## config.mk

```make
export PLATFORM = sky130hd
export DESIGN_NAME = fade_sequencer_flat
export DESIGN_NICKNAME = d
export VERILOG_FILES = /design/src/rtl/fade_if.sv /design/src/rtl/fade_sequencer.sv /design/src/flat_wrapper.sv
export SDC_FILE = /design/constraint.sdc
export NUM_CORES = 1
export LEC_CHECK = 0
export ABC_CLOCK_PERIOD_IN_PS = 5200
export CORE_ASPECT_RATIO = 1.2
export CORE_MARGIN = 2
export CORE_UTILIZATION = 60
export DETAILED_ROUTE_END_ITERATION = 10
export PLACE_DENSITY = 0.82
export SETUP_SLACK_MARGIN = 0.15
export SKIP_CTS_REPAIR_TIMING = 1
export SLEW_MARGIN = 10
export SYNTH_ARGS = -nofsm -noshare
export SYNTH_HDL_FRONTEND = slang
export SYNTH_SLANG_ARGS = --single-unit
```

## constraint.sdc

```tcl
create_clock -name clk_pix -period 5.2 [get_ports clk_pix]
set_clock_uncertainty 0.05 [all_clocks]
set_input_delay 0.78 -clock clk_pix [delete_from_list [all_inputs] [get_ports clk_pix]]
set_output_delay 0.78 -clock clk_pix [all_outputs]
set_load 0.02 [all_outputs]
```

## src/rtl/fade_if.sv

```systemverilog
// Fade interface between the fade sequencer (writer) and the sky/sprite
// renderers (readers). Every signal is registered by the writer and changes
// only on the clock edge that samples a start-of-frame event.
interface fade_if #(
  parameter int CYCW = 4
);
  logic [7:0]      fade_level;
  logic            direction;
  logic [1:0]      phase;
  logic            step;
  logic [CYCW-1:0] cycles;

  modport master (output fade_level, direction, phase, step, cycles);
  modport slave  (input  fade_level, direction, phase, step, cycles);
endinterface

```

## src/rtl/fade_sequencer.sv

```systemverilog
// Frame-locked day/night sequencer: NIGHT hold, RISE ramp 0->255, DAY hold,
// SET ramp 255->0, repeat. All state advances only on start-of-frame events,
// so the outputs stay constant across each visible frame.
module fade_sequencer #(
  parameter int FRAMES_PER_STEP = 2,
  parameter int HOLD_FRAMES     = 120,
  parameter int CYCW            = 4
) (
  input  logic   clk_pix,
  input  logic   rst_n,
  input  logic   frame,
  input  logic   enable,
  input  logic   restart,
  fade_if.master bus
);

  typedef enum logic [1:0] {
    NIGHT = 2'd0,
    RISE  = 2'd1,
    DAY   = 2'd2,
    SET   = 2'd3
  } phase_e;

  // Comparing against parameter-1 keeps the counters at their natural width.
  localparam logic [7:0]  STEP_LAST = 8'(FRAMES_PER_STEP - 1);
  localparam logic [15:0] HOLD_LAST = 16'(HOLD_FRAMES - 1);

  if (FRAMES_PER_STEP < 1 || FRAMES_PER_STEP > 255 ||
      HOLD_FRAMES < 1 || HOLD_FRAMES > 65535 || CYCW < 1) begin : g_bad_params
    $fatal(1, "fade_sequencer: FRAMES_PER_STEP, HOLD_FRAMES or CYCW out of legal range");
  end

  phase_e          phase_q, phase_d;
  logic [7:0]      level_q, level_d;
  logic            dir_q, dir_d;
  logic            step_q, step_d;
  logic [CYCW-1:0] cycles_q, cycles_d;
  logic [7:0]      presc_q, presc_d;
  logic [15:0]     hold_q, hold_d;

  logic frame_ev;
  logic hold_done;
  logic step_due;

  // A frame only counts when running and not overridden by restart.
  assign frame_ev  = frame & enable & ~restart;
  assign hold_done = (hold_q == HOLD_LAST);
  assign step_due  = (presc_q == STEP_LAST);

  // State register: every flop, cleared asynchronously on reset.
  // NOTE: sequential state uses non-blocking assignments so all flops sample
  // the same pre-edge values regardless of statement order.
  always_ff @(posedge clk_pix or negedge rst_n) begin
    if (!rst_n) begin
      phase_q  <= NIGHT;
      level_q  <= 8'd0;
      dir_q    <= 1'b0;
      step_q   <= 1'b0;
      cycles_q <= '0;
      presc_q  <= 8'd0;
      hold_q   <= 16'd0;
    end else begin
      phase_q  <= phase_d;
      level_q  <= level_d;
      dir_q    <= dir_d;
      step_q   <= step_d;
      cycles_q <= cycles_d;
      presc_q  <= presc_d;
      hold_q   <= hold_d;
    end
  end

  // Next-state logic: phase transitions plus prescaler and hold counters.
  // NOTE: every combinational output is given a default first so no path
  // leaves it unassigned, which would infer a latch.
  always_comb begin
    phase_d = phase_q;
    presc_d = presc_q;
    hold_d  = hold_q;
    if (restart) begin
      phase_d = NIGHT;
      presc_d = 8'd0;
      hold_d  = 16'd0;
    end else if (frame_ev) begin
      unique case (phase_q)
        NIGHT, DAY: begin
          if (hold_done) begin
            hold_d  = 16'd0;
            presc_d = 8'd0;
            phase_d = (phase_q == NIGHT) ? RISE : SET;
          end else begin
            hold_d = hold_q + 16'd1;
          end
        end
        RISE: begin
          if (step_due) begin
            presc_d = 8'd0;
            if (level_q == 8'd254) phase_d = DAY;
          end else begin
            presc_d = presc_q + 8'd1;
          end
        end
        SET: begin
          if (step_due) begin
            presc_d = 8'd0;
            if (level_q == 8'd1) phase_d = NIGHT;
          end else begin
            presc_d = presc_q + 8'd1;
          end
        end
        default: ;
      endcase
    end
  end

  // Output logic: fade level, direction, step pulse and cycle count.
  always_comb begin
    level_d  = level_q;
    dir_d    = dir_q;
    step_d   = 1'b0;
    cycles_d = cycles_q;
    if (restart) begin
      level_d = 8'd0;
      dir_d   = 1'b0;
    end else if (frame_ev) begin
      unique case (phase_q)
        RISE: begin
          if (step_due) begin
            level_d = level_q + 8'd1;
            step_d  = 1'b1;
          end
        end
        DAY: begin
          if (hold_done) dir_d = 1'b1;
        end
        SET: begin
          if (step_due) begin
            level_d = level_q - 8'd1;
            step_d  = 1'b1;
            if (level_q == 8'd1) begin
              dir_d    = 1'b0;
              cycles_d = cycles_q + CYCW'(1);
            end
          end
        end
        default: ;
      endcase
    end
  end

  assign bus.fade_level = level_q;
  assign bus.direction  = dir_q;
  assign bus.phase      = phase_q;
  assign bus.step       = step_q;
  assign bus.cycles     = cycles_q;

endmodule

```

## src/flat_wrapper.sv

```systemverilog
// flat-port wrapper written by rule: the top's interface ports become plain ports
module fade_sequencer_flat 
#(
  parameter int FRAMES_PER_STEP = 2,
  parameter int HOLD_FRAMES     = 120,
  parameter int CYCW            = 4
)
  (clk_pix, rst_n, frame, enable, restart, bus_fade_level, bus_direction, bus_phase, bus_step, bus_cycles);
  fade_if #(.CYCW(CYCW)) bus_i ();
  input  logic clk_pix;
  input  logic rst_n;
  input  logic frame;
  input  logic enable;
  input  logic restart;
  output wire logic [$bits(bus_i.fade_level)-1:0] bus_fade_level;
  output wire logic [$bits(bus_i.direction)-1:0] bus_direction;
  output wire logic [$bits(bus_i.phase)-1:0] bus_phase;
  output wire logic [$bits(bus_i.step)-1:0] bus_step;
  output wire logic [$bits(bus_i.cycles)-1:0] bus_cycles;
  assign bus_fade_level = bus_i.fade_level;
  assign bus_direction = bus_i.direction;
  assign bus_phase = bus_i.phase;
  assign bus_step = bus_i.step;
  assign bus_cycles = bus_i.cycles;
  fade_sequencer #(.FRAMES_PER_STEP(FRAMES_PER_STEP), .HOLD_FRAMES(HOLD_FRAMES), .CYCW(CYCW)) u_core (.clk_pix(clk_pix), .rst_n(rst_n), .frame(frame), .enable(enable), .restart(restart), .bus(bus_i));
endmodule
```

Word-level counts from Yosys, hierarchy flattened
Cells that the tools add are included.
{"block": "word_totals", "register_bits": 40, "in_bits": 5, "output_inout_bits": 16, "elab_cells": 74}
{"block": "classes", "addsub": 5, "eq_ne": 13, "muxes": 33, "n_bitwise": 3, "reduce_logical": 13}
{"operator": "2-to-1 mux 16 bit", "n": 4}
{"operator": "2-to-1 mux 8 bit", "n": 8}
{"operator": "one-hot mux 8 bit (2 select lines)", "n": 2}
{"operator": "!= test 3 x 2 -> 1 bit, second input constant", "n": 6}
{"operator": "adder 16 x 1 -> 16 bit, second input constant", "n": 1}
{"operator": "adder 8 x 1 -> 8 bit, second input constant", "n": 2}
{"operator": "== test 16 x 7 -> 1 bit, second input constant", "n": 1}
{"operator": "== test 8 x 1 -> 1 bit, second input constant", "n": 2}
{"operator": "2-to-1 mux 2 bit", "n": 8}
{"operator": "AND reduction 5 bit", "n": 2}
{"operator": "2-to-1 mux 1 bit", "n": 9}
{"operator": "== test 8 bit, second input constant", "n": 1}
{"operator": "subtractor 8 x 1 -> 8 bit, second input constant", "n": 1}
{"operator": "one-hot mux 2 bit (3 select lines)", "n": 1}
{"operator": "AND reduction 6 bit", "n": 1}
{"operator": "nonzero test 3 bit", "n": 2}
{"operator": "adder 4 x 1 -> 4 bit, second input constant", "n": 1}
{"operator": "== test 2 bit, second input constant", "n": 2}
{"operator": "AND reduction 2 bit", "n": 2}
{"operator": "AND reduction 4 bit", "n": 1}
{"operator": "nonzero test 2 bit", "n": 2}
{"operator": "OR reduction 2 bit", "n": 2}
{"operator": "bitwise AND 1 bit", "n": 2}
{"operator": "== test 2 x 1 -> 1 bit, second input constant", "n": 1}
{"operator": "3 further kinds", "n": 3}

Longest topological paths before layout
Gate-level depths: netlist (run 1).
{"block": "logic_depth", "ltp_word": 6, "mapped_depth": 8, "ltp_nobuf": 7}

Worst setup path before layout (run 1)
OpenSTA, ideal clock, no wires.
{"block": "synth_timing", "path_type": "reg2reg", "start": "reg u_core.phase_q[1] (netlist: u_core.bus.phase[1])", "end": "reg u_core.level_q[5] (netlist: u_core.bus.fade_level[5])", "setup_ns": 0.132, "t_arrival_ns": 2.138, "t_required_ns": 5.018, "setup_slack_ns": 2.880, "path_stages_with_launch": 8, "path_buffers": 1, "cell_sequence": "dfrtp_1 -> ha_1 -> clkbuf_1 -> or4b_2 -> or3_1 -> a21oi_1 -> xnor2_1 -> nor2_1"}
{"block": "synth_via", "elab_chain_len": 4}
{"item": "start: declaration", "line": "fade_sequencer.sv:33", "source": "phase_e phase_q, phase_d;"}
{"item": "start signal: assignment", "line": "fade_sequencer.sv:63", "source": "phase_q <= phase_d;"}
{"item": "== test 2 bit / == test 2 x 1 -> 1 bit (equally long branches)", "line": "fade_sequencer.sv:126", "source": "unique case (phase_q)"}
{"item": "one-hot mux 8 bit (2 select lines)", "line": "fade_sequencer.sv:126"}
{"item": "2-to-1 mux 8 bit", "line": "fade_sequencer.sv:125", "source": "end else if (frame_ev) begin"}
{"item": "2-to-1 mux 8 bit", "line": "fade_sequencer.sv:122", "source": "if (restart) begin"}
{"item": "end signal: assignment", "line": "fade_sequencer.sv:64", "source": "level_q <= level_d;"}
{"item": "end: declaration", "line": "fade_sequencer.sv:34", "source": "logic [7:0] level_q, level_d;"}
Parallel ways exist; a longest one is shown, timed or not. The select of a mux whose other input is x is not followed.
A chain may end at the register's enable or synchronous reset.

Worst setup path in the final report (run 1)
{"block": "layout_timing", "start": "in restart", "end": "reg u_core.presc_q[6]"}
{"block": "layout_via", "elab_chain_len": 4}
{"item": "start: declaration", "line": "flat_wrapper.sv:14", "source": "input logic restart;"}
{"item": "inverter 1 bit (no source line)"}
{"item": "bitwise AND 1 bit", "line": "fade_sequencer.sv:46", "source": "assign frame_ev = frame & enable & ~restart;"}
{"item": "nonzero test 2 bit (no source line)"}
{"item": "AND reduction 2 bit (no source line)"}
{"item": "end signal: assignment", "line": "fade_sequencer.sv:68", "source": "presc_q <= presc_d;"}
{"item": "end: declaration", "line": "fade_sequencer.sv:38", "source": "logic [7:0] presc_q, presc_d;"}
Parallel ways exist; a longest one is shown, timed or not.

==> results of run 1 <==
==> cells by family after synthesis <==
group / after synthesis
adders and majority gates: 12
xor gates and xnor gates: 10
and+or+nand+nor: 105
DFF: 40
buffers and inverters: 24
AOI/OAI and AO/OA: 70
muxes: 1
==> cell usage in the layout, fill, tap and decap left out, drive strengths merged, types with 3 or more instances in the layout <==
| cell | count |
|---|---|
| dfrtp | 40 |
| o21ai | 30 |
| nand2 | 22 |
| nor2 | 20 |
| clkdlybuf4s50 | 19 |
| nand3 | 14 |
| ha | 12 |
| inv | 11 |
| o31ai | 11 |
| xnor2 | 9 |
| a21oi | 9 |
| and3 | 7 |
| nand4 | 7 |
| a31oi | 6 |
| clkbuf | 5 |
| or4 | 5 |
| or3 | 4 |
| nor4 | 4 |
| nor2b | 4 |
| and4 | 3 |
| nand2b | 3 |
| or4b | 3 |
| buf | 3 |
==> registers in the layout, indices dropped and copies added, names as in the netlist <==
register	cells
u_core.bus.fade_level	8
u_core.bus.phase	2
u_core.presc_q	8
u_core.hold_q	16
u_core.bus.step	1
u_core.bus.direction	1
u_core.bus.cycles	4
==> power breakdown <==
group	switching, W	internal (W)	total (W)	leakage, nW
logic	0.000127	0.0000891	0.000216	0.523
registers	0.0000242	0.000330	0.000354	0.554
clock network	0.000113	0.000142	0.000255	0.0541
==> stage by stage <==
step	worst slack, ns	area (sq um)	hold slack [ns]	total power [W]
final	2.41	2710	0.422	0.000825
after global routing	2.24	2710	0.440	0.000874
after CTS	2.43	2710	0.427	0.000830
after detailed placement	2.13	2600	0.415	0.000574
after global placement	2.21	2600	0.410	0.000566
after floorplan	2.88	2380	0.402	0.000508
==> worst max-delay path by stage <==
stage                         from                  endpoint  slack, ns
6_report                   restart         u_core.presc_q[6]       2.41
5_1_grt                    restart         u_core.presc_q[6]       2.24
4_1_cts                    restart         u_core.presc_q[6]       2.43
3_5_place_dp               restart         u_core.presc_q[6]       2.13
3_3_place_gp               restart         u_core.presc_q[6]       2.21
2_1_floorplan  u_core.bus.phase[1]  u_core.bus.fade_level[5]       2.88
==> final cells by class <==
class                   count  area (sq um)  area share (%)
multi-input cells         198          1280            47.2
flip-flops and latches     40          1000            36.9
repair buffers             22           210            7.76
clock buffers               5          68.8            2.54
well taps                  54          67.6            2.49
clock inverters             3          42.5            1.57
inverters                  11          41.3            1.52
==> worst max-delay path, cell delays in order <==
cell and delay [ns]:
clkdlybuf4s50_1 0.86, inv_1 0.23, o21ai_0 0.14, o2bb2ai_1 0.08
buf_4 0.19, or2_0 0.31, o41ai_2 0.34
==> routing by layer <==
metal  part of all wire (%)  vias up
met5                      0        -
met4                    1.4        0
met3                    2.9        8
met2                     48       41
met1                     48      977
li1                       -      993
==> flow_summary_export.csv, run 1 <==
group,metric,value,unit
grt,grt_pass1_wl,8.29,mm
worst_setup_path,worstPathArrival,2.93,ns
sta,worst_pin_slew,0.844,ns
sta,fin_crit_sh,53.6,%
floorplan,core_area,3880,sq um
synthesis,synth-adder-area-share,6.31,%
sta,period_needed,2.79,ns
hold_path,hold_end,"u_core.bus.cycles[3]",
synthesis,synth_top_family_by_area,"simple AND/OR/NAND/NOR gates",
grt,grt-busiest-layer,"met2",
place,dp_hpwl,3.36,mm
sta,max_slew_margin,43.7,%
synthesis,synthFlopType,"dfrtp_1",
power_and_ir_drop,leakage,1.13,nW
place,globalplace.congestion,0.865,
place,dp.cells,325,
sta,rsz0062_at_grt,"false",
grt,gr-usage-met1,33.6,%
grt,grt_pass1_vias,1843,
worst_setup_path,ff2ff_setup_slack,2.68,ns
grt,antenna_found_initial,0,
worst_setup_path,r2r-end,"u_core.hold_q[14]",
synthesis,netlist_area,2380,sq um
synthesis,synth_seq_cells,40,
clocking,clk_pin_slew,0.08,ns
run_status,status,"finished clean",
routing,via_per_inst,6.06,
synthesis,yosys.area_share.xor_xnor,3.68,%
layout,nFillCells,334,
clocking,cts_max_level,2,
floorplan,rows,25,
floorplan,die_y,73.0,microns
place,port_buffers,20,
synthesis,synthMuxAreaShare,0.473,%
routing,dr.pass1.iters,4,
clocking,clockBufferDepth,2,
layout,syn_to_final_growth,13.9,%
routing,drc,0,
synthesis,synth_seq_area_share,42.1,%
layout,diodes,0,
flow_run,max-cap-violations,0,
worst_setup_path,start_kind,"input pin",
grt,track_usage,24.2,%
synthesis,synthesis.nets,279,
hold_path,hold_path_class,"flop to flop",
clocking,cts_buffers,5,
layout,nets,295,
floorplan,die_w,61.5,microns
sta,hold_viol_final,0,
hold_path,min_delay_path_depth,1,
sta,slew_violations,0,
synthesis,yosysWarnings,0,
synthesis,synth_cell_type_count,45,
routing,wire_per_inst,14.7,microns
sta,setup-tns-final,0,ns
sta,setup_viol,0,
power_and_ir_drop,powerDensity,304,nW/um^2
layout,layout-drive-gt1-share,7.53,%
synthesis,yosys-top-cells-area,"dfrtp_1 (42%), ha_1 (6.3%), o21ai_0 (6.1%)",
synthesis,synthArstFlopShare,100,%
worst_setup_path,worstPathRequired,5.34,ns
grt,overflow,0,
routing,ant_nets,0,
synthesis,synth_top_area_cell,"dfrtp_1",
grt,met2_usage,37.1,%
synthesis,synthSimpleGateAreaFrac,24.2,%
floorplan,die_area,4490,sq um
synthesis,synth-compound-area-share,19.0,%
grt,grt_max_degree,41,
power_and_ir_drop,ir_drop,0.206,mV
worst_setup_path,end_kind,"flop",
clocking,cts-root-buf,"clkbuf_8",
clocking,insertion_delay,0.29,ns
floorplan,io_pins,21,
worst_setup_path,path_class,"input pin to flop",
synthesis,synth-edff-count,0,
synthesis,yosysMostFrequentCell,"dfrtp_1",
routing,drt_wl_total,4.90,mm
synthesis,syn_avg_cell_area,9.08,sq um
layout,layoutNonFillerInstCount,333,
layout,fin_util,69.9,%
grt,use_met3,4.96,%
worst_setup_path,crit_fanout,17,
worst_setup_path,r2r-start,"u_core.hold_q[12]",
synthesis,yosysTopAreaCellShare,42.1,%
synthesis,synthTopCellsByCount,"dfrtp_1 (40), o21ai_0 (29), nand2_1 (22)",
floorplan,initial_utilization,61.4,%
synthesis,synth_cells,262,
worst_setup_path,reg2regPathDepth,6,
clocking,cts_tree,"done",
routing,vias,2019,
clocking,cts.sinks,40,
sta,fmax,0.359,GHz
hold_path,hp-start,"u_core.bus.cycles[3]",
routing,first_iter_violations,149,
(Power assumes the default switching activity.)
==> run 2: changes to the inputs <==
ABC_CLOCK_PERIOD_IN_PS = 2600   (was 5200)
CORE_UTILIZATION = 57   (was 60)
PLACE_DENSITY = 0.79   (was 0.82)
clock period = 2.6 ns   (was 5.2 ns; I/O delays follow)
==> run 2 against run 1 <==
Critical endpoint is now u_core.bus.fade_level[7]. Non-clock buffer count increased by 5. Largest power group unchanged. Power increased by 100%. Worst setup slack got worse by 2.2 ns. Core utilization decreased by 0.58 points. Register-to-register slack got worse by 2.4 ns. Die area increased by 4.9%. Sequential share of layout area decreased by 0.57 points. Global-route usage decreased by 1.1 points. Sequential power increased by 100%. Count of clock-buffer cells in the layout increased by 1. Routed wire length increased by 0.57%. Cell area increased by 1.6%.
==> flow_summary_export.csv, run 2 (synthesized netlist as in run 1, its figures left out) <==
group,metric,value,unit
run_status,status,"finished clean",
clocking,clockBufferDepth,2,
sta,period_needed,2.35,ns
clocking,cts_buffers,5,
grt,overflow,0,
layout,layout-drive-gt1-share,9.51,%
worst_setup_path,cpMaxStageDelayCell,"or4_4",
power_and_ir_drop,switching_share,31.5,%
sta,max_slew_margin,40.9,%
sta,worst_pin_slew,0.887,ns
clocking,insertion_delay,0.29,ns
grt,grt_max_degree,41,
layout,nFillCells,323,
power_and_ir_drop,combPwrFrac,27.1,%
worst_setup_path,path_buf_inv,1,
layout,diodes,0,
sta,rsz0062_at_grt,"true",
power_and_ir_drop,ir_drop,0.391,mV
place,port_buffers,20,
worst_setup_path,max_stage_delay,0.64,ns
floorplan,core_area,3970,sq um
place,dp_hpwl,3.44,mm
worst_setup_path,path_class,"flop to flop",
grt,grt_pass1_wl,8.65,mm
sta,fmax,0.425,GHz
floorplan,die_area,4710,sq um
sta,setup_ws,0.246,ns
power_and_ir_drop,p_int,0.00114,W
sta,setup-tns-final,0,ns
worst_setup_path,end_kind,"flop",
power_and_ir_drop,clkPwrFrac,30.2,%
floorplan,initial_utilization,59.9,%
power_and_ir_drop,powerDensity,602,nW/um^2
clocking,cts-root-buf,"clkbuf_8",
layout,largest_reg_flops,16,
grt,antenna_found_initial,0,
worst_setup_path,worstPathArrival,2.52,ns
floorplan,io_pins,21,
place,globalplace.congestion,0.882,
routing,drt_wl_total,4.93,mm
floorplan,die_w,63.0,microns
worst_setup_path,crit_chain,"inv_1 > ha_1 > or4b_4 > or4_4 > or3_1 > a21oi_1",
routing,drc,0,
layout,mostFrequentLayoutCell,"dfrtp_1",
hold_path,hold_path_class,"input pin to async pin",
clocking,cts_tree,"done",
worst_setup_path,crit_fanout,11,
sta,slew_violations,0,
routing,ant_nets,0,
layout,nets,300,
layout,fin_util,69.3,%
layout,final_cell_mix,"dfrtp_1 (40), o21ai_0 (29), nand2_1 (22), nor2_1 (19), clkdlybuf4s50_1 (19)",
sta,hold_viol_final,0,
power_and_ir_drop,seqPwrFrac,42.7,%
grt,grt_pass1_vias,1889,
sta,fin_crit_sh,90.5,%
routing,wire_per_inst,14.6,microns
routing,first_iter_violations,100,
clocking,clk_pin_slew,0.08,ns
power_and_ir_drop,leakage,1.16,nW
place,dpl_worst_slack,0.226,ns
worst_setup_path,worstPathRequired,2.77,ns
routing,vias,2017,
sta,setup_viol,0,
routing,via_per_inst,5.97,
worst_setup_path,cpLargestDelayFamily,"simple AND/OR/NAND/NOR gates",
grt,track_usage,23.2,%
floorplan,die_y,74.8,microns
layout,largest-register,"u_core.hold_q",
routing,dr.pass1.iters,4,
floorplan,rows,25,
clocking,cts_max_level,2,
power_and_ir_drop,switching_power,0.000522,W
flow_run,max-cap-violations,0,
clocking,cts.sinks,40,
layout,syn_to_final_growth,15.7,%
worst_setup_path,start_kind,"flop",
[run 2: cell types whose count changed in the layout (fill, tap and decap cells not counted), sizes merged]
cell	change
buf	+5
clkbuf	+1
clkinvlp	-1
[run 2: worst paths after layout]
kind,endpoint,cells past startpoint,startpoint,slack [ns]
worst max-delay path,u_core.bus.fade_level[7],6,u_core.presc_q[1],0.25
worst min-delay path,u_core.bus.cycles[2],1,rst_n,0.16
worst max register to register,u_core.bus.fade_level[7],6,u_core.presc_q[1],0.25
worst min register to register,u_core.bus.cycles[3],1,u_core.bus.cycles[3],0.42
max in group asynchronous,u_core.hold_q[12],1,rst_n,1.77
min in group clk_pix,u_core.bus.cycles[3],1,u_core.bus.cycles[3],0.42
[run 2: area by class of cell]
type | instances | area, sq um | share of cell area [%]
clock buffers | 6 | 72.6 | 2.64
inverters | 11 | 41.3 | 1.50
multi-input cells | 198 | 1290 | 46.8
well taps | 54 | 67.6 | 2.45
flip-flops and latches | 40 | 1000 | 36.4
clock inverters | 2 | 35.0 | 1.27
repair buffers | 27 | 248 | 9.00
[run 2: metal layers]
layer | GRT usage, % | vias up | wire [microns]
li1 | - | 1001 | -
met1 | 30.2 | 978 | 2310
met2 | 39.5 | 34 | 2420
met3 | 3.59 | 4 | 155
met4 | 9.14 | 0 | 47
met5 | 0 | - | 0
[run 2: stage by stage]
| stage | total power, W | cell area, sq um | hold slack, ns | cells |
|---|---|---|---|---|
| final | 0.00166 | 2750 | 0.163 | 338 |
| after global routing | 0.00176 | 2750 | 0.250 | 338 |
| after CTS | 0.00167 | 2740 | 0.203 | 338 |
| after detailed placement | 0.00116 | 2640 | 0.417 | 330 |
| after global placement | 0.00115 | 2640 | 0.413 | 330 |
| after floorplan | 0.00102 | 2380 | 0.0444 | 262 |
[run 2: power by group through the flow]
| stage | combinational [W] | sequential (W) | clock (W) |
|---|---|---|---|
| 3_3_place_gp | 0.000436 | 0.000716 | 0 |
| 2_1_floorplan | 0.000287 | 0.000729 | 0 |
| 3_5_place_dp | 0.000440 | 0.000719 | 0 |
| 4_1_cts | 0.000445 | 0.000707 | 0.000515 |
| 5_1_grt | 0.000507 | 0.000715 | 0.000537 |
| 6_report | 0.000448 | 0.000708 | 0.000501 |
==> run 3: changes to the inputs <==
CAP_MARGIN = 0   (was unset)
==> results of run 3 <==
The final DEF is identical to that of run 2; final timing and power are the same.
